### src/rtl/sensemi_rst_pkg.sv
// sensemi_rst_pkg: shared state type and default timing for the reset sequencer
package sensemi_rst_pkg;
   typedef enum logic [1:0] {HOLD, PERIPH, RUN} rst_state_t;
   localparam int POR_CYCLES_DEF      = 1024;
   localparam int STAGE_GAP_DEF       = 64;
   localparam int DEBOUNCE_CYCLES_DEF = 100000;
   localparam int SYNC_STAGES_DEF     = 2;
   function automatic int max2(input int a, input int b);
      return a > b ? a : b;
   endfunction
endpackage

### src/rtl/sensemi_rst_seq_if.sv
// sensemi_rst_seq_if: board-side inputs and staged reset outputs of the sequencer
interface sensemi_rst_seq_if;
   logic       i_btn_rst_n;
   logic       i_pll_locked;
   logic       o_rst_periph;
   logic       o_rst_core;
   logic       o_rst_done;
   logic [1:0] o_state;
   modport master (output i_btn_rst_n, i_pll_locked, input o_rst_periph, o_rst_core, o_rst_done, o_state);
   modport slave  (input i_btn_rst_n, i_pll_locked, output o_rst_periph, o_rst_core, o_rst_done, o_state);
endinterface

### src/rtl/sensemi_cdc_sync.sv
// sensemi_cdc_sync: multi-flop level synchronizer with a selectable reset value
module sensemi_cdc_sync #(
   parameter int   SYNC_STAGES = 2,
   parameter logic RST_VAL     = 1'b0
) (
   input  logic clk,
   input  logic rst,
   input  logic d_i,
   output logic q_o
);
   logic [SYNC_STAGES-1:0] sync_q, sync_d;
   assign sync_d = {sync_q[SYNC_STAGES-2:0], d_i};
   // shift the asynchronous level one flop deeper each cycle
   always_ff @(posedge clk) sync_q <= rst ? {SYNC_STAGES{RST_VAL}} : sync_d;
   assign q_o = sync_q[SYNC_STAGES-1];
endmodule

### src/rtl/sensemi_rst_seq.sv
// sensemi_rst_seq: staged reset release gated by PLL lock and a debounced push-button
module sensemi_rst_seq
   import sensemi_rst_pkg::*;
#(
   parameter int POR_CYCLES      = POR_CYCLES_DEF,
   parameter int STAGE_GAP       = STAGE_GAP_DEF,
   parameter int DEBOUNCE_CYCLES = DEBOUNCE_CYCLES_DEF,
   parameter int SYNC_STAGES     = SYNC_STAGES_DEF
) (
   input logic              i_fpga_clk,
   input logic              i_rst,
   sensemi_rst_seq_if.slave bus
);
   localparam int CW = $clog2(max2(POR_CYCLES, STAGE_GAP));
   localparam int DW = $clog2(DEBOUNCE_CYCLES);
   logic          btn_s, lock_s, fault, flip;
   logic          db_q, db_d;
   logic [DW-1:0] dbc_q, dbc_d;
   logic [CW-1:0] cnt_q, cnt_d;
   rst_state_t    st_q, st_d;
   logic          periph_q, core_q, done_q;

   sensemi_cdc_sync #(.SYNC_STAGES(SYNC_STAGES), .RST_VAL(1'b1)) u_btn_sync (
      .clk(i_fpga_clk), .rst(i_rst), .d_i(bus.i_btn_rst_n), .q_o(btn_s));
   sensemi_cdc_sync #(.SYNC_STAGES(SYNC_STAGES), .RST_VAL(1'b0)) u_lock_sync (
      .clk(i_fpga_clk), .rst(i_rst), .d_i(bus.i_pll_locked), .q_o(lock_s));

   // a new button level is accepted only after it has been seen for DEBOUNCE_CYCLES samples in a row
   assign flip  = (btn_s != db_q) && (dbc_q == DW'(DEBOUNCE_CYCLES - 1));
   assign dbc_d = (btn_s == db_q || flip) ? '0 : dbc_q + 1'b1;
   assign db_d  = flip ? btn_s : db_q;
   assign fault = !db_q || !lock_s;

   // next state: fault always wins and restarts the count from zero
   always_comb begin
      st_d  = st_q;
      cnt_d = '0;
      if (fault) st_d = HOLD;
      else
         case (st_q)
            HOLD:    if (cnt_q == CW'(POR_CYCLES - 1)) st_d = PERIPH; else cnt_d = cnt_q + 1'b1;
            PERIPH:  if (cnt_q == CW'(STAGE_GAP - 1)) st_d = RUN; else cnt_d = cnt_q + 1'b1;
            RUN:     st_d = RUN;
            default: st_d = HOLD;
         endcase
   end

   // state, counters and reset outputs; outputs decode the next state so they move with o_state
   always_ff @(posedge i_fpga_clk) begin
      if (i_rst) begin
         st_q     <= HOLD;
         cnt_q    <= '0;
         db_q     <= 1'b1;
         dbc_q    <= '0;
         periph_q <= 1'b1;
         core_q   <= 1'b1;
         done_q   <= 1'b0;
      end else begin
         st_q     <= st_d;
         cnt_q    <= cnt_d;
         db_q     <= db_d;
         dbc_q    <= dbc_d;
         periph_q <= st_d == HOLD;
         core_q   <= st_d != RUN;
         done_q   <= st_d == RUN;
      end
   end

   assign bus.o_rst_periph = periph_q;
   assign bus.o_rst_core   = core_q;
   assign bus.o_rst_done   = done_q;
   assign bus.o_state      = st_q;
endmodule

### src/flat_wrapper.sv
// flat-port wrapper written by rule: the top's interface ports become plain ports
module sensemi_rst_seq_flat import sensemi_rst_pkg::*;
#(
   parameter int POR_CYCLES      = POR_CYCLES_DEF,
   parameter int STAGE_GAP       = STAGE_GAP_DEF,
   parameter int DEBOUNCE_CYCLES = DEBOUNCE_CYCLES_DEF,
   parameter int SYNC_STAGES     = SYNC_STAGES_DEF
)
  (i_fpga_clk, i_rst, bus_i_btn_rst_n, bus_i_pll_locked, bus_o_rst_periph, bus_o_rst_core, bus_o_rst_done, bus_o_state);
  sensemi_rst_seq_if bus_i ();
  input logic i_fpga_clk;
  input logic i_rst;
  input wire logic [$bits(bus_i.i_btn_rst_n)-1:0] bus_i_btn_rst_n;
  input wire logic [$bits(bus_i.i_pll_locked)-1:0] bus_i_pll_locked;
  output wire logic [$bits(bus_i.o_rst_periph)-1:0] bus_o_rst_periph;
  output wire logic [$bits(bus_i.o_rst_core)-1:0] bus_o_rst_core;
  output wire logic [$bits(bus_i.o_rst_done)-1:0] bus_o_rst_done;
  output wire logic [$bits(bus_i.o_state)-1:0] bus_o_state;
  assign bus_i.i_btn_rst_n = bus_i_btn_rst_n;
  assign bus_i.i_pll_locked = bus_i_pll_locked;
  assign bus_o_rst_periph = bus_i.o_rst_periph;
  assign bus_o_rst_core = bus_i.o_rst_core;
  assign bus_o_rst_done = bus_i.o_rst_done;
  assign bus_o_state = bus_i.o_state;
  sensemi_rst_seq #(.POR_CYCLES(POR_CYCLES), .STAGE_GAP(STAGE_GAP), .DEBOUNCE_CYCLES(DEBOUNCE_CYCLES), .SYNC_STAGES(SYNC_STAGES)) u_core (.i_fpga_clk(i_fpga_clk), .i_rst(i_rst), .bus(bus_i));
endmodule
### config.mk
export PLATFORM = sky130hd
export DESIGN_NAME = sensemi_rst_seq_flat
export DESIGN_NICKNAME = d
export VERILOG_FILES = /design/src/rtl/sensemi_rst_pkg.sv /design/src/rtl/sensemi_rst_seq_if.sv /design/src/rtl/sensemi_cdc_sync.sv /design/src/rtl/sensemi_rst_seq.sv /design/src/flat_wrapper.sv
export SDC_FILE = /design/constraint.sdc
export NUM_CORES = 1
export LEC_CHECK = 0
export ABC_AREA = 1
export CORE_AREA = 4 4 82 84
export CTS_CLUSTER_DIAMETER = 100
export CTS_CLUSTER_SIZE = 10
export DETAILED_ROUTE_END_ITERATION = 6
export DIE_AREA = 0 0 86 88
export PLACE_DENSITY = 0.51
export SKIP_CTS_REPAIR_TIMING = 1
export SLEW_MARGIN = 20
export SYNTH_ARGS = -nofsm -noshare
export SYNTH_HDL_FRONTEND = slang
export SYNTH_HIERARCHICAL = 1
export SYNTH_SLANG_ARGS = --single-unit
### constraint.sdc
create_clock -name i_fpga_clk -period 1.6 [get_ports i_fpga_clk]
set_clock_uncertainty 0.15 [all_clocks]
set_input_delay 0.24 -clock i_fpga_clk [delete_from_list [all_inputs] [get_ports i_fpga_clk]]
set_output_delay 0.24 -clock i_fpga_clk [all_outputs]
set_load 0.05 [all_outputs]
After elaboration in Yosys (flattened, before gate mapping) --
Index checks and enable logic that the tools add are counted.
Storage, ports and cells: output and inout bits 5, word-level logic and storage cells 36, memories kept 0, memory bits (writable) 0, register bits after elaboration 37, latch bits 0, bits in read-only memories 0, bits of input ports 4
Cells by class: divide/modulo/power cells 0, $lt $le $gt $ge 0, mux-type cells 7, equality and inequality tests 9, add/subtract/negate cells 2, reduce and logical (&&, ||, !) cells 9, shifts and indexed selects 0, bitwise operators 0, multiply operators 0
Operator list (count):
- 2-to-1 mux 10 bit | 2
- one-hot mux 10 bit (2 select lines) | 1
- adder 17 x 1 -> 17 bit, second input constant | 1
- == test 17 bit, second input constant | 1
- adder 10 x 1 -> 10 bit, second input constant | 1
- == test 10 bit, second input constant | 1
- == test 10 x 6 -> 1 bit, second input constant | 1
- 2-to-1 mux 2 bit | 3
- one-hot mux 2 bit (3 select lines) | 1
- == test 2 bit, second input constant | 2
- logical NOT 2 bit | 2
- OR reduction 2 bit | 2
- == test 2 x 1 -> 1 bit, second input constant | 1
- logical NOT 1 bit | 2
- logical OR 1 bit | 2
- inequality test 2 bit, second input constant | 1
- == test 1 bit | 1
- logical AND 1 bit | 1
- inequality test 1 bit | 1

Logic depth before layout (Yosys ltp) --
Gate-level depths: netlist of run 1.
depth in word-level cells 5, gate-level depth with buffers 9, depth with buffers taken out 9

Hierarchy --
Netlist of run 1, hierarchy kept.
Modules (own cells, without submodules):
- sensemi_rst_seq | area an instance 1631.6 um^2, times used 1, cells each 236, sequential area each 660.6 um^2
- sensemi_cdc_sync at u_core.u_btn_sync | area an instance 58.8 um^2, times used 1, cells each 7, sequential area each 40.0 um^2
- sensemi_cdc_sync at u_core.u_lock_sync | area an instance 55.1 um^2, times used 1, cells each 6, sequential area each 40.0 um^2

Worst setup path before layout of run 1 --
OpenSTA, ideal clock, no wires.
path type register to register, start register u_core.st_q[0], in the netlist u_core/bus.o_state[0], end register u_core.periph_q, in the netlist u_core/bus.o_rst_periph, slack 0 ps, period minus slack after synthesis 1600 ps, buffers on the path 0, setup time 109 ps, cell stages (with the launch flop) 8, required time 1341 ps, arrival 1340 ps, cells stage by stage dfxtp_1 -> inv_1 -> nor3_1 -> nand3_2 -> nand2_1 -> nand2_1 -> nand2_1 -> inv_1
Between the ends: word-level cells in the longest chain between the ends 4, elaborated cells on any way between the ends 8, those cells by class eq/ne (2); mux (4); reduce/logical (2)
Ends and longest elaborated chain:
- start: declaration | RTL line sensemi_rst_seq.sv:20 | rst_state_t st_q, st_d;
- start signal: assignment | RTL line sensemi_rst_seq.sv:59 | st_q <= st_d;
- == test 2 bit (tied with other cells) | RTL line sensemi_rst_seq.sv:40 | case (st_q)
- one-hot mux 2 bit (3 select lines) * | RTL line sensemi_rst_seq.sv:40
- 2-to-1 mux 2 bit * | RTL line sensemi_rst_seq.sv:38 | if (fault) st_d = HOLD;
- logical NOT 2 bit * | RTL line sensemi_rst_seq.sv:63 | periph_q <= st_d == HOLD;
- end signal: assignment | RTL line sensemi_rst_seq.sv:55 | periph_q <= 1'b1;
- end signal: assignment | RTL line sensemi_rst_seq.sv:63
- end: declaration | RTL line sensemi_rst_seq.sv:21 | logic periph_q, core_q, done_q;
Every way passes the cells marked *; elsewhere a longest branch is shown, timed or not. A chain may end at the register's enable or synchronous reset.

Final worst setup path of run 1 --
start register u_core.cnt_q[1], end register u_core.periph_q, in the netlist u_core/bus.o_rst_periph
Between the ends: word-level cells in the longest chain between the ends 5, elaborated cells on any way between the ends 7, those cells by class eq/ne (2); mux (4); reduce/logical (1)
Ends and longest elaborated chain:
- start: declaration | RTL line sensemi_rst_seq.sv:19 | logic [CW-1:0] cnt_q, cnt_d;
- start signal: assignment | RTL line sensemi_rst_seq.sv:60 | cnt_q <= cnt_d;
- == test 10 x 6 -> 1 bit or == test 10 bit (tied branches) | RTL line sensemi_rst_seq.sv:42, sensemi_rst_seq.sv:41
- 2-to-1 mux 2 bit (on tied branches) | RTL line sensemi_rst_seq.sv:42, sensemi_rst_seq.sv:41
- one-hot mux 2 bit (3 select lines) * | RTL line sensemi_rst_seq.sv:40
- 2-to-1 mux 2 bit * | RTL line sensemi_rst_seq.sv:38
- logical NOT 2 bit * | RTL line sensemi_rst_seq.sv:63
Marks and branches as above.

==> results of run 1 <==
## flip-flops by register name, summed over array words and instances, names as in the netlist
register	flops
u_core/bus.o_rst_periph	1
u_core/db_q	1
u_core/u_lock_sync/sync_q	2
u_core/cnt_q	10
u_core/dbc_q	17
u_core/u_btn_sync/sync_q	2
u_core/bus.o_state	2
u_core/bus.o_rst_done	1
u_core/bus.o_rst_core	1
## kinds of logic (layout without fill, tap and decap cells)
logic type               Yosys count  after routing  synth area share
AND/OR/NAND/NOR                  148            148            0.3706
buffers and inverters             38             63           0.08602
flip-flops                        37             37            0.4244
XOR/XNOR                          14             14           0.07025
AO/OA/AOI/OAI                     10             10           0.03440
adder cells (fa/ha/maj)            2              2           0.01433
## worst max-delay path: stages (launching register included)
cell,delay (ns)
dfxtp_1,0.36
ha_1,0.19
nand2_2,0.10
nor2_2,0.13
buf_4,0.13
nand3_1,0.06
nand2_1,0.07
nand3_1,0.08
nand2_1,0.08
inv_1,0.03
## placed cells by master (no fill, tap or decap)
master | netlist | layout
nand2_1 | 57 | 57
nor2_1 | 55 | 52
inv_1 | 37 | 37
dfxtp_1 | 37 | 36
nand3_1 | 20 | 20
buf_4 | 0 | 12
xor2_1 | 11 | 11
nor2_2 | 3 | 6
clkbuf_8 | 0 | 5
o21ai_0 | 4 | 4
clkdlybuf4s50_1 | 0 | 3
buf_12 | 0 | 3
xnor2_1 | 3 | 3
nand2_2 | 3 | 3
nand4_1 | 3 | 3
nor3_1 | 2 | 2
a211oi_1 | 2 | 2
clkbuf_1 | 0 | 1
bufinv_16 | 0 | 1
clkinv_4 | 0 | 1
nor2_4 | 1 | 1
nand3b_4 | 1 | 1
nand2_4 | 1 | 1
nand3_2 | 1 | 1
o21bai_1 | 1 | 1
a21o_1 | 1 | 1
o21ai_1 | 1 | 1
a21oi_1 | 1 | 1
nand3b_1 | 1 | 1
ha_4 | 0 | 1
ha_1 | 2 | 1
dfxtp_2 | 0 | 1
## metrics by stage
stage | total power [mW] | hold slack [ns]
after global placement | 0.9830 | 0.2426
after global routing | 1.850 | 0.2759
final | 1.776 | 0.2555
after detailed placement | 0.9830 | 0.2448
after CTS | 1.813 | 0.2568
after floorplan | 0.9666 | 0.1612
## layout make-up
cell class / instances / area (um^2)
Fill cell: 602 / 3780
Multi-Input combinational cell: 174 / 874.6
Sequential cell: 37 / 742.0
Timing Repair Buffer: 18 / 180.2
Inverter: 37 / 138.9
Tap cell: 75 / 93.84
Clock buffer: 6 / 72.57
Clock inverter: 2 / 38.79
## power by group through the flow
| stage | registers, mW | clock network, mW | logic, mW |
|---|---|---|---|
| 6_report | 0.929 | 0.815 | 0.0323 |
| 4_1_cts | 0.929 | 0.852 | 0.0328 |
| 5_1_grt | 0.930 | 0.883 | 0.0370 |
| 3_5_place_dp | 0.950 | 0 | 0.0326 |
| 2_1_floorplan | 0.950 | 0 | 0.0164 |
| 3_3_place_gp | 0.950 | 0 | 0.0325 |
## layer usage
metal / share of wire / global-route usage
met1: 0.56 / 0.1331
met2: 0.41 / 0.1395
met4: 0.0073 / 0.03022
met3: 0.027 / 0.03669
met5: 0 / 0
## how the worst max path moves through the flow
| stage | end | startpoint | slack [ns] |
|---|---|---|---|
| 5_1_grt | u_core/dbc_q[16] | u_core/dbc_q[0] | 0.01 |
| 2_1_floorplan | u_core/bus.o_rst_periph | u_core/bus.o_state[0] | 0.0004 |
| 3_5_place_dp | u_core/cnt_q[0] | i_rst | -0.0001 |
| 3_3_place_gp | u_core/cnt_q[0] | i_rst | 0.03 |
| 6_report | u_core/bus.o_rst_periph | u_core/cnt_q[1] | 0.14 |
| 4_1_cts | u_core/bus.o_rst_periph | u_core/cnt_q[1] | 0.08 |
==> flow_summary.ini, run 1 <==
[sta]
finalCritPeriodShare = 0.9130
worstMarginPinSlew_ns = 0.2398
relSlewSlack = 0.8400
setup_viol = 0
worst_slack_ns = 0.1393
finalCriticalPeriod_ns = 1.461
rsz0062_at_grt = no
final_hold_viol_count = 0
fin_tns_setup_ns = 0
finalMaxSlewViolations = 0
fmax_ghz = 0.6846

[yosys]
synth.top_cell.area_share = 0.4244
synthTopCellsByArea = dfxtp_1 42%, nand2_1 12%, nor2_1 12%, inv_1 8.0%, nand3_1 5.7%
avgSynthCellArea_um2 = 7.010
synth_top_area_cell = dfxtp_1
synth_seq_cells = 37
synth_edf_count = 0
async_reset_ff_frac = 0
seq_area_frac_synth = 0.4244
yosys_warnings = 6
synth_area_mm2 = 0.001745
synthFlopType = dfxtp_1
syn_nets = 255
postSynthCellCount = 249
synth_common_cells = 57 x nand2_1, 55 x nor2_1, 37 x dfxtp_1, 37 x inv_1, 20 x nand3_1
yosysMostFrequentCell = nand2_1
ys_types = 24

[power]
p_int_mw = 1.411
ir_drop_v = 0.0003311
combPwrFrac = 0.018
power.density_mw_per_mm2 = 829.7
power_frac_clock = 0.459
seqPwrFrac = 0.523
p_sw_mw = 0.3656
leakagePower_nw = 0.8920
swShare = 0.2058

[route]
post_drt_wl_per_cell_um = 9.461
drt-initial-drc-count = 48
wl_um = 3302
drc = 0
dr.pass1.iters = 4
vias = 1434
drt.antenna.violating_nets = 0
via_per_inst = 4.109

[global_route]
grt_pass1_wl_um = 5754
antenna_found_initial = 0
gr-total-overflow = 0
grt_pass1_vias = 1330
gr-usage-all-layers = 0.09672
grt_max_degree = 16

[floorplanning]
die_y_um = 88
pin_count = 9
dieWidth_um = 86
start_util = 0.2948
core_mm2 = 0.005921
die_area_mm2 = 0.007568
rows = 28

[setup_path]
crit_fanout = 4
crit_path_start_kind = flop
path_class = flop to flop
rr_endpoint = u_core/bus.o_rst_periph
critPathRequiredTime_ns = 1.65
cp_data_arrival_time_ns = 1.51
r2r_cells = 9
ff2ff_setup_slack_ns = 0.14
rr_startpoint = u_core/cnt_q[1]
end_kind = flop

[cells_and_area]
final_cells = 349
drive_gt1_frac = 0.1350
antennaDiodeCount = 0
fin_area_mm2 = 0.002141
syn2layout_area_growth_pct = 22.65
layout.nets = 279
utilization = 0.3616

[run_status]
status = completed

[hold_path]
whs_path_depth = 2
hold_start = u_core/u_lock_sync/sync_q[0]
min_to = u_core/u_lock_sync/sync_q[1]
hp-class = flop to flop

[clock_tree]
cts_sinks = 37
clk_path_buf_depth = 2
clock_latency_ns = 0.29
cts_buffers = 5
htreeDepth = 2
cts_tree = yes
clk_pin_slew_worst_paths_ns = 0.08
clockRootBuffer = clkbuf_8

[placed_design]
dp.cells = 340
dp_slack_ns = -0.0001036
post_dp_cell_area_mm2 = 0.002001
place_congestion = 0.8279
numPortBuffers = 8
hpwl_um = 2463

[job]
cap_violations = 0
Power figures use the tool's default switching activity.
==> run 2: changes to the inputs <==
--- a/config.mk
+++ b/config.mk
@@ -6,11 +6,11 @@
 export NUM_CORES = 1
 export LEC_CHECK = 0
 export ABC_AREA = 1
-export CORE_AREA = 4 4 82 84
+export CORE_AREA = 5 5 83 85
 export CTS_CLUSTER_DIAMETER = 100
 export CTS_CLUSTER_SIZE = 10
 export DETAILED_ROUTE_END_ITERATION = 6
-export DIE_AREA = 0 0 86 88
+export DIE_AREA = 0 0 88 90
 export PLACE_DENSITY = 0.51
 export SKIP_CTS_REPAIR_TIMING = 1
 export SLEW_MARGIN = 20
==> constraint.sdc (replaced) <==
create_clock -name i_fpga_clk -period 1.6 [get_ports i_fpga_clk]
set_clock_uncertainty 0.15 [all_clocks]
set_input_delay 0.16 -clock i_fpga_clk [delete_from_list [all_inputs] [get_ports i_fpga_clk]]
set_output_delay 0.16 -clock i_fpga_clk [all_outputs]
set_load 0.05 [all_outputs]
==> run 2 against run 1 <==
Register-to-register slack hardly changed. Maximum frequency is 0.48% lower. Routed wire length is 0.27% higher. Utilization is 1.9 points lower. Clock power is 23% lower. Largest cell class unchanged.
==> flow_summary.ini, run 2 (same netlist as run 1, synthesis figures left out) <==
[run_status]
status = completed

[global_route]
grt_use_met2 = 0.1438
gr-total-overflow = 0
antenna_found_initial = 0
grt_max_degree = 16
grt_pass1_vias = 1379
gr-usage-all-layers = 0.09286
top_usage_layer = met2
grt_use_met3 = 0.03839
met1_usage = 0.1136
grt_pass1_wl_um = 5899

[floorplanning]
die_y_um = 90
start_util = 0.2846
core_mm2 = 0.006132
rows = 29
dieWidth_um = 88
pin_count = 9
die_area_mm2 = 0.007920

[clock_tree]
cts_sinks = 37
cts_buffers = 5
cts_tree = yes
clock_latency_ns = 0.29
clk_path_buf_depth = 2
clockRootBuffer = clkbuf_8
clk_pin_slew_worst_paths_ns = 0.07
htreeDepth = 2

[power]
ir_drop_v = 0.0003578
leakagePower_nw = 0.8706
power_mw = 1.588
power.density_mw_per_mm2 = 757.0

[placed_design]
numPortBuffers = 8
post_dp_cell_area_mm2 = 0.001983
place_congestion = 0.7957
hpwl_um = 2482

[cells_and_area]
largest_register_ffs = 17
syn2layout_area_growth_pct = 20.21
drive_gt1_frac = 0.1282
top_register = u_core/dbc_q
fin_area_mm2 = 0.002098
final_cell_mix = 57 x nand2_1, 52 x nor2_1, 37 x inv_1, 37 x dfxtp_1, 20 x nand3_1
final_common_cell = nand2_1
top_regs = u_core/dbc_q x17, u_core/cnt_q x10
antennaDiodeCount = 0
layout.nets = 278
utilization = 0.3422
fillers = 675

[setup_path]
crit_fanout = 5
crit_chain = ha_4 > nand2_2 > nor2_4 > nand2_2 > o21ai_1 > nand2_1 > nand2_1 > inv_1
critPathMaxStageDelay_ns = 0.39
critPathRequiredTime_ns = 1.64
end_kind = flop
cp_data_arrival_time_ns = 1.51
cp_slowest_cell = dfxtp_1
crit_path_start_kind = flop
path_class = flop to flop

[route]
dr.pass1.iters = 4
drc = 0
vias = 1471
post_drt_wl_per_cell_um = 9.460
via_per_inst = 4.203
drt-initial-drc-count = 65
drt.antenna.violating_nets = 0
wl_um = 3311

[sta]
finalCritPeriodShare = 0.9174
finalCriticalPeriod_ns = 1.468
rsz0062_at_grt = no
worstMarginPinSlew_ns = 0.2575
finalMaxSlewViolations = 0
final_hold_viol_count = 0
setup_viol = 0
fin_tns_setup_ns = 0
relSlewSlack = 0.8281
fmax_ghz = 0.6813

[hold_path]
hp-class = input pin to flop

[job]
cap_violations = 0
-- run 2: worst paths after layout --
path / start / to / slack (ns) / cells past startpoint
setup reg to reg: u_core/dbc_q[1] / u_core/dbc_q[16] / 0.13 / 8
setup / recovery: u_core/dbc_q[1] / u_core/dbc_q[16] / 0.13 / 8
hold reg to reg: u_core/u_lock_sync/sync_q[0] / u_core/u_lock_sync/sync_q[1] / 0.26 / 2
hold / removal: bus_i_pll_locked / u_core/u_lock_sync/sync_q[0] / 0.24 / 3
-- run 2: layout make-up --
cell class / count / area, um^2 / area share
clock inverter: 2 / 10.01 / 0.004770
multi-input combinational: 174 / 879.6 / 0.4192
inverter: 37 / 138.9 / 0.06619
tap: 77 / 96.34 / 0.04592
clock buffer: 6 / 72.57 / 0.03459
sequential: 37 / 740.7 / 0.3530
timing repair buffer: 17 / 160.2 / 0.07633
-- run 2: per-layer routing --
metal	vias to the layer above	wire, um
met5	-	0
met4	0	52
met3	7	136
met2	15	1573
met1	640	1549
li1	809	-
-- run 2: critical path, delay by kind of cell, from the launching register on --
family	cells	cell delay (ns)
AND/OR/NAND/NOR	5	0.50
flip-flops	1	0.39
adder cells (fa/ha/maj)	1	0.17
AO/OA/AOI/OAI	1	0.14
buffers and inverters	1	0.03
-- run 2: per-stage QoR --
step,hold WS (ns),cells,setup slack [ns]
detailed placement,0.2521,341,0.01657
global placement,0.2437,341,0.06383
CTS,0.2328,349,0.07685
finish,0.2365,350,0.1322
floorplan,0.08118,249,0.0004361
global route,0.2774,350,0.003490
-- run 2: report_power, final --
part	total, mW	switching [mW]	internal (mW)
Combinational	0.0322	0.0160	0.0161
Sequential	0.929	0.00282	0.927
Clock	0.627	0.325	0.302
Total	1.59	0.344	1.24
==> run 3: changes to the inputs <==
--- a/config.mk
+++ b/config.mk
@@ -6,14 +6,13 @@
 export NUM_CORES = 1
 export LEC_CHECK = 0
 export ABC_AREA = 1
-export CORE_AREA = 5 5 83 85
+export CORE_AREA = 5 5 66 68
 export CTS_CLUSTER_DIAMETER = 100
 export CTS_CLUSTER_SIZE = 10
 export DETAILED_ROUTE_END_ITERATION = 6
-export DIE_AREA = 0 0 88 90
-export PLACE_DENSITY = 0.51
+export DIE_AREA = 0 0 71 73
+export PLACE_DENSITY = 0.72
 export SKIP_CTS_REPAIR_TIMING = 1
-export SLEW_MARGIN = 20
 export SYNTH_ARGS = -nofsm -noshare
 export SYNTH_HDL_FRONTEND = slang
 export SYNTH_HIERARCHICAL = 1
==> run 3 against run 2 <==
Combinational power shrank 3%. Sequential power is essentially flat. Critical path depth shrank 2. Sequential share of layout area grew 0.88 points. Critical path type unchanged.
==> flow_summary.ini, run 3 (same netlist as run 1, synthesis figures left out) <==
[global_route]
top_usage_layer = met2
met1_usage = 0.1618
gr-total-overflow = 0
grt_use_met2 = 0.2235
grt_pass1_wl_um = 5644
grt_pass1_vias = 1387
antenna_found_initial = 0
grt_max_degree = 16
gr-usage-all-layers = 0.1372
grt_use_met3 = 0.04408

[clock_tree]
clk_path_buf_depth = 2
clockRootBuffer = clkbuf_8
clock_latency_ns = 0.29
cts_sinks = 37
clk_pin_slew_worst_paths_ns = 0.07
cts_buffers = 5
cts_tree = yes
htreeDepth = 2

[cells_and_area]
syn2layout_area_growth_pct = 17.49
layout.nets = 272
top_register = u_core/dbc_q
final_cell_mix = 57 x nand2_1, 52 x nor2_1, 37 x inv_1
top_regs = u_core/dbc_q x17, u_core/cnt_q x10
antennaDiodeCount = 0
drive_gt1_frac = 0.1161
final_common_cell = nand2_1
largest_register_ffs = 17
fin_area_mm2 = 0.002051

[sta]
worstMarginPinSlew_ns = 0.2633
whs_ns = 0.2270
setup_viol = 0
relSlewSlack = 0.8238
fmax_ghz = 0.6585
finalCritPeriodShare = 0.9492
rsz0062_at_grt = no
final_hold_viol_count = 0
fin_tns_setup_ns = 0
finalMaxSlewViolations = 0
finalCriticalPeriod_ns = 1.519

[placed_design]
post_dp_cell_area_mm2 = 0.001899
place_congestion = 0.8663
numPortBuffers = 8
hpwl_um = 2403

[floorplanning]
start_util = 0.4595
dieWidth_um = 71
die_area_mm2 = 0.005183
pin_count = 9
rows = 23
core_mm2 = 0.003799
die_y_um = 73

[route]
post_drt_wl_per_cell_um = 10.09
drt.antenna.violating_nets = 0
via_per_inst = 4.707
drt-initial-drc-count = 70
wl_um = 3198
drc = 0
dr.pass1.iters = 4
vias = 1492

[setup_path]
end_kind = flop
ff2ff_setup_slack_ns = 0.08
cp_data_arrival_time_ns = 1.55
critPathRequiredTime_ns = 1.63
crit_path_start_kind = flop
crit_fanout = 4
path_class = flop to flop

[hold_path]
hp-class = input pin to flop

[power]
leakagePower_nw = 0.8497
power.density_mw_per_mm2 = 875.0
ir_drop_v = 0.0004989

[job]
cap_violations = 0

[run_status]
status = completed
[run 3: cell count changes in the layout (fill, tap and decap cells not counted)]
cell / previous run / this run
clkbuf_1: 1 / 0
clkinvlp_4: 0 / 1
buf_4: 12 / 7
dfxtp_2: 0 / 1
buf_12: 2 / 1
nor2_4: 2 / 3
clkbuf_8: 5 / 6
nor2_2: 5 / 4
dfxtp_1: 37 / 36
bufinv_16: 0 / 1
clkinv_2: 2 / 0
[run 3: final cells by class]
| cell class | instances | area, um^2 |
|---|---|---|
| Tap cell | 50 | 62.56 |
| Clock inverter | 2 | 37.54 |
| Multi-Input combinational cell | 174 | 884.6 |
| Sequential cell | 37 | 742.0 |
| Clock buffer | 6 | 82.58 |
| Fill cell | 378 | 1748 |
| Timing Repair Buffer | 11 | 102.6 |
| Inverter | 37 | 138.9 |
[run 3: worst paths after layout]
| check | to | from | cells past startpoint |
|---|---|---|---|
| min | u_core/u_lock_sync/sync_q[0] | bus_i_pll_locked | 3 |
| max | u_core/cnt_q[7] | u_core/cnt_q[0] | 6 |
| min reg2reg | u_core/u_btn_sync/sync_q[1] | u_core/u_btn_sync/sync_q[0] | 2 |
| max reg2reg | u_core/cnt_q[7] | u_core/cnt_q[0] | 6 |
[run 3: power by group]
part	total (mW)	internal, mW	switching [mW]
logic	0.0312	0.0154	0.0159
clock network	0.833	0.507	0.327
registers	0.930	0.927	0.00309
total	1.79	1.45	0.346
[run 3: critical path, cell delays in order (launching register included)]
cell     delay [ns]
dfxtp_2        0.36
ha_1           0.20
nand2_2        0.11
nor2_2         0.16
nand4_1        0.17
nand3_1        0.19
nor2_1         0.07
[run 3: per-stage QoR]
stage	utilization	power (mW)	std cells	worst slack, ns
3_3_place_gp	0.5000	0.9812	309	0.1010
5_1_grt	0.5399	1.874	317	0.008437
3_5_place_dp	0.5000	0.9817	309	0.007431
6_report	0.5399	1.794	317	0.08129
2_1_floorplan	-	0.9666	249	0.0004361
4_1_cts	0.5316	1.821	317	0.0009348
[run 3: metal layers]
layer	up-vias	share of wire
li1	795	-
met1	667	0.49
met2	23	0.46
met3	7	0.037
met4	0	0.018
met5	-	0
